## src/rtl/fir_pkg.sv

```systemverilog
`default_nettype none
// ============================================================================
//  Module   : fir_pkg
//  Purpose  : Shared types and default sizing for the FIR delay-line
//             controller, sample RAM and MAC stage.
//  Contents : fir_state_t      - controller state encoding (2 bits)
//             c_default_*      - default address/sample/tap sizing
//  Revision : 1.0  initial release
// ============================================================================
package fir_pkg;

    // Default sizing shared by the controller, the RAM and the MAC
    localparam int c_default_a_width = 16;
    localparam int c_default_d_width = 24;
    localparam int c_default_taps    = 32;

    // Controller state encoding
    typedef enum logic [1:0] {
        S_IDLE  = 2'd0,
        S_WRITE = 2'd1,
        S_READ  = 2'd2,
        S_DRAIN = 2'd3
    } fir_state_t;

endpackage : fir_pkg
`default_nettype wire

```

## src/rtl/fir_tap_pipe.sv

```systemverilog
`default_nettype none
// ============================================================================
//  Module   : fir_tap_pipe
//  Purpose  : One-cycle alignment stage for the tap sideband. The RAM read
//             data arrives one cycle after the address, so the read-phase
//             flag and tap index are delayed by one register to line up with
//             it.
//  Ports    : clk, rst          clock / synchronous active-high reset
//             i_rd_en           controller is issuing a tap read this cycle
//             i_rd_idx          tap index of the read being issued
//             o_tap_valid       read data on the RAM port is a valid tap
//             o_tap_idx         tap index aligned with the read data
//             o_tap_last        aligned tap is the oldest (idx == TAPS-1)
//  Revision : 1.0  initial release
// ============================================================================
module fir_tap_pipe #(
    parameter int TAPS    = 32,
    parameter int T_WIDTH = $clog2(TAPS)
) (
    input  logic               clk,
    input  logic               rst,
    input  logic               i_rd_en,
    input  logic [T_WIDTH-1:0] i_rd_idx,
    output logic               o_tap_valid,
    output logic [T_WIDTH-1:0] o_tap_idx,
    output logic               o_tap_last
);

    logic               r_valid;
    logic [T_WIDTH-1:0] r_idx;
    logic               r_last;

    always_ff @(posedge clk) begin
        if (rst) begin
            r_valid <= 1'b0;
            r_idx   <= '0;
            r_last  <= 1'b0;
        end else begin
            r_valid <= i_rd_en;
            r_idx   <= i_rd_idx;
            // Registering the qualified compare keeps tap_last free of
            // output-side combinational logic.
            r_last  <= i_rd_en && (i_rd_idx == T_WIDTH'(TAPS - 1));
        end
    end

    assign o_tap_valid = r_valid;
    assign o_tap_idx   = r_idx;
    assign o_tap_last  = r_last;

endmodule : fir_tap_pipe
`default_nettype wire

```

## src/rtl/fir_delay_line_ctrl.sv

```systemverilog
`default_nettype none
// ============================================================================
//  Module   : fir_delay_line_ctrl
//  Purpose  : Runs a single-port sample RAM as a circular FIR delay line.
//             Each accepted sample is written at the write pointer, then the
//             newest TAPS samples are read back newest-first and streamed to
//             the MAC with their tap index.
//  Ports    : clk, rst                 clock / synchronous active-high reset
//             in_valid/in_ready/in_data  sample input handshake
//             ram_cs/we/addr/wdata     RAM command (sole master)
//             ram_rdata                RAM read data, 1-cycle latency
//             tap_valid/data/idx/last  tap stream to the MAC
//             busy                     controller not idle
//  Revision : 1.0  initial release
// ============================================================================
module fir_delay_line_ctrl
    import fir_pkg::*;
#(
    parameter int A_WIDTH = c_default_a_width,
    parameter int D_WIDTH = c_default_d_width,
    parameter int TAPS    = c_default_taps,
    parameter int T_WIDTH = $clog2(TAPS)
) (
    input  logic               clk,
    input  logic               rst,
    input  logic               in_valid,
    output logic               in_ready,
    input  logic [D_WIDTH-1:0] in_data,
    output logic               ram_cs,
    output logic               ram_we,
    output logic [A_WIDTH-1:0] ram_addr,
    output logic [D_WIDTH-1:0] ram_wdata,
    input  logic [D_WIDTH-1:0] ram_rdata,
    output logic               tap_valid,
    output logic [D_WIDTH-1:0] tap_data,
    output logic [T_WIDTH-1:0] tap_idx,
    output logic               tap_last,
    output logic               busy
);

    fir_state_t         r_state;
    fir_state_t         w_state_nxt;
    logic [A_WIDTH-1:0] r_wr_ptr;
    logic [T_WIDTH-1:0] r_k;
    logic [D_WIDTH-1:0] r_sample;

    logic w_accept;
    logic w_k_last;
    logic w_rd_en;

    assign w_accept = (r_state == S_IDLE) && in_valid;
    assign w_k_last = (r_k == T_WIDTH'(TAPS - 1));

    // ------------------------------------------------------------------
    // State register
    // ------------------------------------------------------------------
    always_ff @(posedge clk) begin
        if (rst) begin
            r_state <= S_IDLE;
        end else begin
            r_state <= w_state_nxt;
        end
    end

    // ------------------------------------------------------------------
    // Next-state logic
    // ------------------------------------------------------------------
    always_comb begin
        w_state_nxt = r_state;
        case (r_state)
            S_IDLE:  if (in_valid) w_state_nxt = S_WRITE;
            S_WRITE: w_state_nxt = S_READ;
            S_READ:  if (w_k_last) w_state_nxt = S_DRAIN;
            S_DRAIN: w_state_nxt = S_IDLE;
            default: w_state_nxt = S_IDLE;
        endcase
    end

    // ------------------------------------------------------------------
    // Pointer, tap counter and sample latch
    // ------------------------------------------------------------------
    always_ff @(posedge clk) begin
        if (rst) begin
            r_wr_ptr <= '0;
            r_k      <= '0;
            r_sample <= '0;
        end else begin
            // Only the IDLE-cycle sample is captured; data presented while
            // busy is ignored.
            if (w_accept) begin
                r_sample <= in_data;
            end
            case (r_state)
                S_WRITE: r_k <= '0;
                S_READ:  if (!w_k_last) r_k <= r_k + T_WIDTH'(1);
                // Pointer advances only after the whole read burst so every
                // read address is relative to the slot just written.
                S_DRAIN: r_wr_ptr <= r_wr_ptr + A_WIDTH'(1);
                default: ;
            endcase
        end
    end

    // ------------------------------------------------------------------
    // Output decode: registered state only, no input-to-output paths
    // ------------------------------------------------------------------
    always_comb begin
        in_ready  = 1'b0;
        busy      = 1'b1;
        ram_cs    = 1'b0;
        ram_we    = 1'b0;
        ram_addr  = r_wr_ptr;
        ram_wdata = r_sample;
        w_rd_en   = 1'b0;
        case (r_state)
            S_IDLE: begin
                in_ready = 1'b1;
                busy     = 1'b0;
            end
            S_WRITE: begin
                ram_cs = 1'b1;
                ram_we = 1'b1;
            end
            S_READ: begin
                ram_cs   = 1'b1;
                // Unsigned subtraction wraps modulo the RAM depth.
                ram_addr = r_wr_ptr - A_WIDTH'(r_k);
                w_rd_en  = 1'b1;
            end
            default: ;
        endcase
    end

    // ------------------------------------------------------------------
    // Tap sideband alignment with the 1-cycle RAM read latency
    // ------------------------------------------------------------------
    fir_tap_pipe #(
        .TAPS    (TAPS),
        .T_WIDTH (T_WIDTH)
    ) u_tap_pipe (
        .clk         (clk),
        .rst         (rst),
        .i_rd_en     (w_rd_en),
        .i_rd_idx    (r_k),
        .o_tap_valid (tap_valid),
        .o_tap_idx   (tap_idx),
        .o_tap_last  (tap_last)
    );

    // Gate so the MAC sees zero rather than stale RAM data between bursts.
    assign tap_data = tap_valid ? ram_rdata : '0;

endmodule : fir_delay_line_ctrl
`default_nettype wire

```

## config.mk

```make
export PLATFORM = sky130hd
export DESIGN_NAME = fir_delay_line_ctrl
export DESIGN_NICKNAME = d
export VERILOG_FILES = /design/src/rtl/fir_pkg.sv /design/src/rtl/fir_tap_pipe.sv /design/src/rtl/fir_delay_line_ctrl.sv
export SDC_FILE = /design/constraint.sdc
export NUM_CORES = 1
export LEC_CHECK = 0
export BUFFER_PORTS_ARGS = -buffer_cell sky130_fd_sc_hd__buf_2
export CAP_MARGIN = 15
export CELL_PAD_IN_SITES_DETAIL_PLACEMENT = 1
export CELL_PAD_IN_SITES_GLOBAL_PLACEMENT = 1
export CORE_UTILIZATION = 33
export CTS_CLUSTER_DIAMETER = 150
export DETAILED_ROUTE_END_ITERATION = 16
export GPL_ROUTABILITY_DRIVEN = 0
export GPL_TIMING_DRIVEN = 0
export PLACE_DENSITY = 0.88
export SLEW_MARGIN = 25
export SYNTH_ARGS = -nofsm -noshare
export SYNTH_HDL_FRONTEND = slang
export SYNTH_SLANG_ARGS = --single-unit
```

## constraint.sdc

```tcl
create_clock -name clk -period 2.6 [get_ports clk]
set_input_delay 0.52 -clock clk [delete_from_list [all_inputs] [get_ports clk]]
set_output_delay 0.52 -clock clk [all_outputs]
set_load 0.02 [all_outputs]
```

## Word level (Yosys, flattened, before mapping)

Cells that the tools add are included.

| word-level totals | value |
|---|---|
| register bits | 54 |
| bits of input ports | 51 |
| output and inout bits | 75 |
| word-level logic and storage cells | 36 |

| cells by class | value |
|---|---|
| $add $sub $neg | 3 |
| equality and inequality tests | 7 |
| muxes and demuxes | 12 |
| reductions and logical operators | 7 |

Operators with widths:

| operator | count |
|---|---|
| 24-bit 2-to-1 mux | 1 |
| 16-bit by 1-bit adder with 16-bit output (second input constant) | 1 |
| 16-bit 2-to-1 mux | 1 |
| 16-bit by 5-bit subtractor with 16-bit output | 1 |
| 5-bit case mux with 2 select lines | 1 |
| 2-bit case mux with 4 select lines | 1 |
| 2-bit != test (second input constant) | 3 |
| 5-bit by 1-bit adder with 5-bit output (second input constant) | 1 |
| 5-bit equality test (second input constant) | 1 |
| 1-bit 2-to-1 mux | 5 |
| 5-bit 2-to-1 mux | 1 |
| 2-bit equality test (second input constant) | 2 |
| 2-bit 2-to-1 mux | 2 |
| 2-bit AND reduction | 2 |
| 2-bit by 1-bit equality test with 1-bit output (second input constant) | 1 |
| 1-bit logical AND | 2 |
| 2-bit logical NOT | 1 |
| 2-bit nonzero test | 1 |
| 2-bit OR reduction | 1 |

## Logic depth before layout (Yosys ltp)

| logic depth | value |
|---|---|
| depth in word-level cells | 3 |
| depth in mapped cells | 8 |
| mapped depth without buffers | 7 |

## Hierarchy

Synthesis repeated with hierarchy kept, for this count alone.

| unflattened totals | value |
|---|---|
| cells, all modules | 341 |
| area, all modules | 2808.9 um^2 |

By module, submodules not included:

| module | instances | cells each | area an instance (um^2) | sequential area each (um^2) |
|---|---|---|---|---|
| fir_delay_line_ctrl | 1 | 326 | 2606.2 | 940.9 |
| fir_tap_pipe | 1 | 15 | 202.7 | 140.1 |

## Least setup slack after synthesis

No wires, ideal clock.

| path | value |
|---|---|
| path type | register to output |
| from | reg r_wr_ptr[0] |
| to | out ram_addr[12] |
| arrival time | 1.927 ns |
| data required time | 2.080 ns |
| setup slack | 0.153 ns |
| stages on the path, launching flop included | 8 |
| path buffers | 0 |
| cell sequence | dfxtp_1 inv_1 ha_1 fa_1 nor2b_1 o31a_1 nor3_1 xor2_1 |

| on the way | value |
|---|---|
| longest elaborated chain between the ends | 2 |

RTL lines:

| what | line | text |
|---|---|---|
| start, declared | fir_delay_line_ctrl.sv:43 | `logic [A_WIDTH-1:0] r_wr_ptr;` |
| start signal, assigned | fir_delay_line_ctrl.sv:98 | `S_DRAIN: r_wr_ptr <= r_wr_ptr + A_WIDTH'(1);` |
| 16-bit by 5-bit subtractor with 16-bit output | fir_delay_line_ctrl.sv:127 | `ram_addr = r_wr_ptr - A_WIDTH'(r_k);` |
| 16-bit 2-to-1 mux | fir_delay_line_ctrl.sv:115 | `case (r_state)` |
| end, declared | fir_delay_line_ctrl.sv:31 | `output logic [A_WIDTH-1:0] ram_addr,` |

Every way passes these cells.

## Worst setup path after layout

| path | value |
|---|---|
| from | reg r_k[2] |
| to | out ram_addr[6] |

| on the way | value |
|---|---|
| longest elaborated chain between the ends | 2 |

RTL lines:

| what | line | text |
|---|---|---|
| start, declared | fir_delay_line_ctrl.sv:44 | `logic [T_WIDTH-1:0] r_k;` |
| start signal, assigned | fir_delay_line_ctrl.sv:95 | `S_READ: if (!w_k_last) r_k <= r_k + T_WIDTH'(1);` |
| 16-bit by 5-bit subtractor with 16-bit output | fir_delay_line_ctrl.sv:127 |  |
| 16-bit 2-to-1 mux | fir_delay_line_ctrl.sv:115 |  |

Every way passes these cells.

==> results.md <==
* Max Cap Viol at 0
* Final min period at 2.66 ns
* Critical path startpoint category: flop
* Drt total wl at 9.33 mm
* Place WS at -0.0673 ns
* Cell Area, Synth at 2800 sq um
* Final number of setup-violating endpoints at 7
* Fin. Hold Viols at 0
* Gr usage total at 0.207
* Hold Buf Count CTS at 0
* Fin worst setup slack at -0.0628 ns
* CP required at 2.08 ns
* IO Pins at 126
* Final instance count without filler cells at 592
* Area growth syn-to-layout at 40.2%
* Most frequent cell after synthesis: nand2_1
* Starting Density at 0.340
* # port buffers at 124
* Number of global-route vias before repair at 3044
* Top_reg_cell synth: dfxtp_1
* Failing checks: negative setup slack
* 1st-pass router iterations at 4
* Dominant cell type by area after synthesis: dfxtp_1
* Die W at 94.0 um
* Largest net degree at the start of global routing at 19
* Hold_ws at 0.431 ns
* Reg clk slew, reported paths at 0.10 ns
* CTS Sinks at 54
* Slew headroom at 0.628
* Hold WC Path Type: input pin to flop
* Post-DP HPWL at 6.79 mm
* Hold Startpoint: in_data[21]
* Mapped Avg Cell Area at 8.15 sq um
* Sequential share of the synthesized area at 0.387
* Cell variety after synth at 42
* Core area at 8220 sq um
* R2r setup slk at 0.59 ns
* Async set-reset flop share out of synthesis at 0
* Initial drt markers at 68
* Final slew viol count at 0
* Nets@finish at 550
* Total power at 2.76 mW
* GRT overflow at 0
* Max FO, Critical Path at 4
* Via count at 2968
* Leak at 1.83 nW
* Dpl cell area at 3550 sq um
* CTS H-tree depth at 2
* Seq cells post-synth at 54
* Detail Route Antenna Nets at 0
* Clock root buffer: clkbuf_8
* Top cells by area, synth: dfxtp_1, nand2_1, and2_1, ha_1, a21oi_1
* Antenna violations before repair at 0
* EDFF count, synth at 0
* Worst Max-Slew Pin Slew at 0.558 ns
* Reg-to-Reg End: r_wr_ptr[15]
* WS Path Type: flop to output port
* Row cnt at 33
* Unrepaired setup endpoints after global routing: yes
* Global-route wire length before repair at 14.4 mm
* DRC at 0
* Pwr dens at 704 nW/um^2
* Worst setup EP type: output port
* Top post-synthesis cells by count: nand2_1, dfxtp_1, nor2_1
* Placed Cells at 572
* Worst Hold End: ram_wdata[21]
* Post-Synthesis Cells at 343
* Status: finished with violations
* Drt via density at 5.01
* N_diodes at 0
* Inserted Clock Buffers at 5
* Hold path depth at 3
* Die height at 94.0 um
* Worst Clk Skew at 0.00334 ns
* Worst r2r src: r_state[0]
* Worst R2R Path Depth at 6
* Final Cycle Share at 1.02
* Share of cells above drive strength 1 at 0.388
* Final instance area at 3920 sq um
* Share of Yosys cell area claimed by the top area cell type at 0.387
* Max VDD drop at 0.000286 V
* Worst path arrival time at 2.14 ns
* Clk buf depth at 2
* Die ar. at 8840 sq um
* Count of warnings emitted by yosys at 0
* Drt wl/cell at 15.8 um
* Clock Latency Late Sink at 0.31 ns
* Post-synthesis net count at 407
* Maximum clock frequency at 376 MHz
* CTS tree: yes
-- sequential cells by signal, indices dropped and copies added (netlist names) --
| name | flops |
|---|---|
| ram_wdata | 24 |
| r_wr_ptr | 16 |
| r_k | 5 |
| u_tap_pipe.o_tap_idx | 5 |
| r_state | 2 |
| u_tap_pipe.o_tap_last | 1 |
| u_tap_pipe.o_tap_valid | 1 |
-- per-layer routing --
metal  track usage  routed length (um)  vias up
met5             0                   0        -
met4        0.0667                 183        0
met3        0.0485                 608       17
met2         0.396                4770      114
met1         0.219                3770     1413
li1              -                   -     1424
-- power breakdown --
part	total (mW)	internal, mW	switching [mW]
combinational	1.18	0.438	0.746
clock	0.591	0.294	0.297
sequential	0.984	0.920	0.0643
total	2.76	1.65	1.11
-- cell usage in the layout, fill, tap and decap left out, types with 3 or more instances in the layout --
master	synthesis	routed
a21oi_1	29	29
a22oi_1	3	3
and2_1	26	26
buf_2	6	121
buf_4	0	22
clkbuf_1	15	14
clkbuf_8	0	5
dfxtp_1	54	44
dfxtp_2	0	4
dfxtp_4	0	6
ha_1	12	7
ha_4	0	3
inv_1	13	10
mux2i_1	3	3
nand2_1	59	59
nand3_1	3	3
nand4_1	9	9
nor2_1	30	29
nor3_1	6	5
nor4_1	7	5
nor4b_4	2	3
o21a_1	3	3
o21ai_0	4	4
or3_1	3	3
xnor2_1	16	16
xor2_1	9	9
-- worst max-delay path by stage --
stage	from	to	cells after the start
2_1_floorplan	r_wr_ptr[0]	ram_addr[12]	7
3_3_place_gp	r_wr_ptr[0]	ram_addr[14]	8
3_5_place_dp	r_wr_ptr[0]	ram_addr[6]	8
4_1_cts	r_wr_ptr[0]	ram_addr[14]	9
5_1_grt	r_k[2]	ram_addr[14]	8
6_report	r_k[2]	ram_addr[6]	8
-- metrics by stage --
stage / setup TNS [ns] / utilization
after floorplan: 0 / -
after global placement: -0.0320 / 0.432
after detailed placement: -0.214 / 0.432
after CTS: -0.558 / 0.470
after global routing: -1.48 / 0.477
final: -0.261 / 0.477
-- layout make-up --
| type | instances | area, sq um |
|---|---|---|
| fillers | 1025 | 4300 |
| multi-input cells | 252 | 1650 |
| flip-flops and latches | 54 | 1110 |
| repair buffers | 140 | 766 |
| well taps | 105 | 131 |
| plain buffers | 20 | 85.1 |
| clock buffers | 5 | 68.8 |
| inverters | 13 | 57.6 |
| clock inverters | 3 | 48.8 |
-- cell families after synthesis --
logic type                 share of synthesized area
AOI/OAI and AO/OA                              0.101
xor gates and xnor gates                      0.0783
adders and majority gates                     0.0609
buffers and inverters                         0.0582
DFF                                            0.387
muxes                                         0.0148
and+or+nand+nor                                0.300
-- worst max-delay path, stage by stage (launching register included) --
cell and delay [ns]:
dfxtp_2 0.36, inv_4 0.05, ha_4 0.23, nor2b_2 0.16, o31a_1 0.27, buf_4 0.15, nor4_2 0.18, xor2_1 0.23
buf_4 0.18
-- timing repair --
action,CTS,global route
resized for setup,38,11
setup endpoints to repair,14,13
pin swaps,12,8
buffers inserted,13,3
Power figures use the tool's default switching activity.
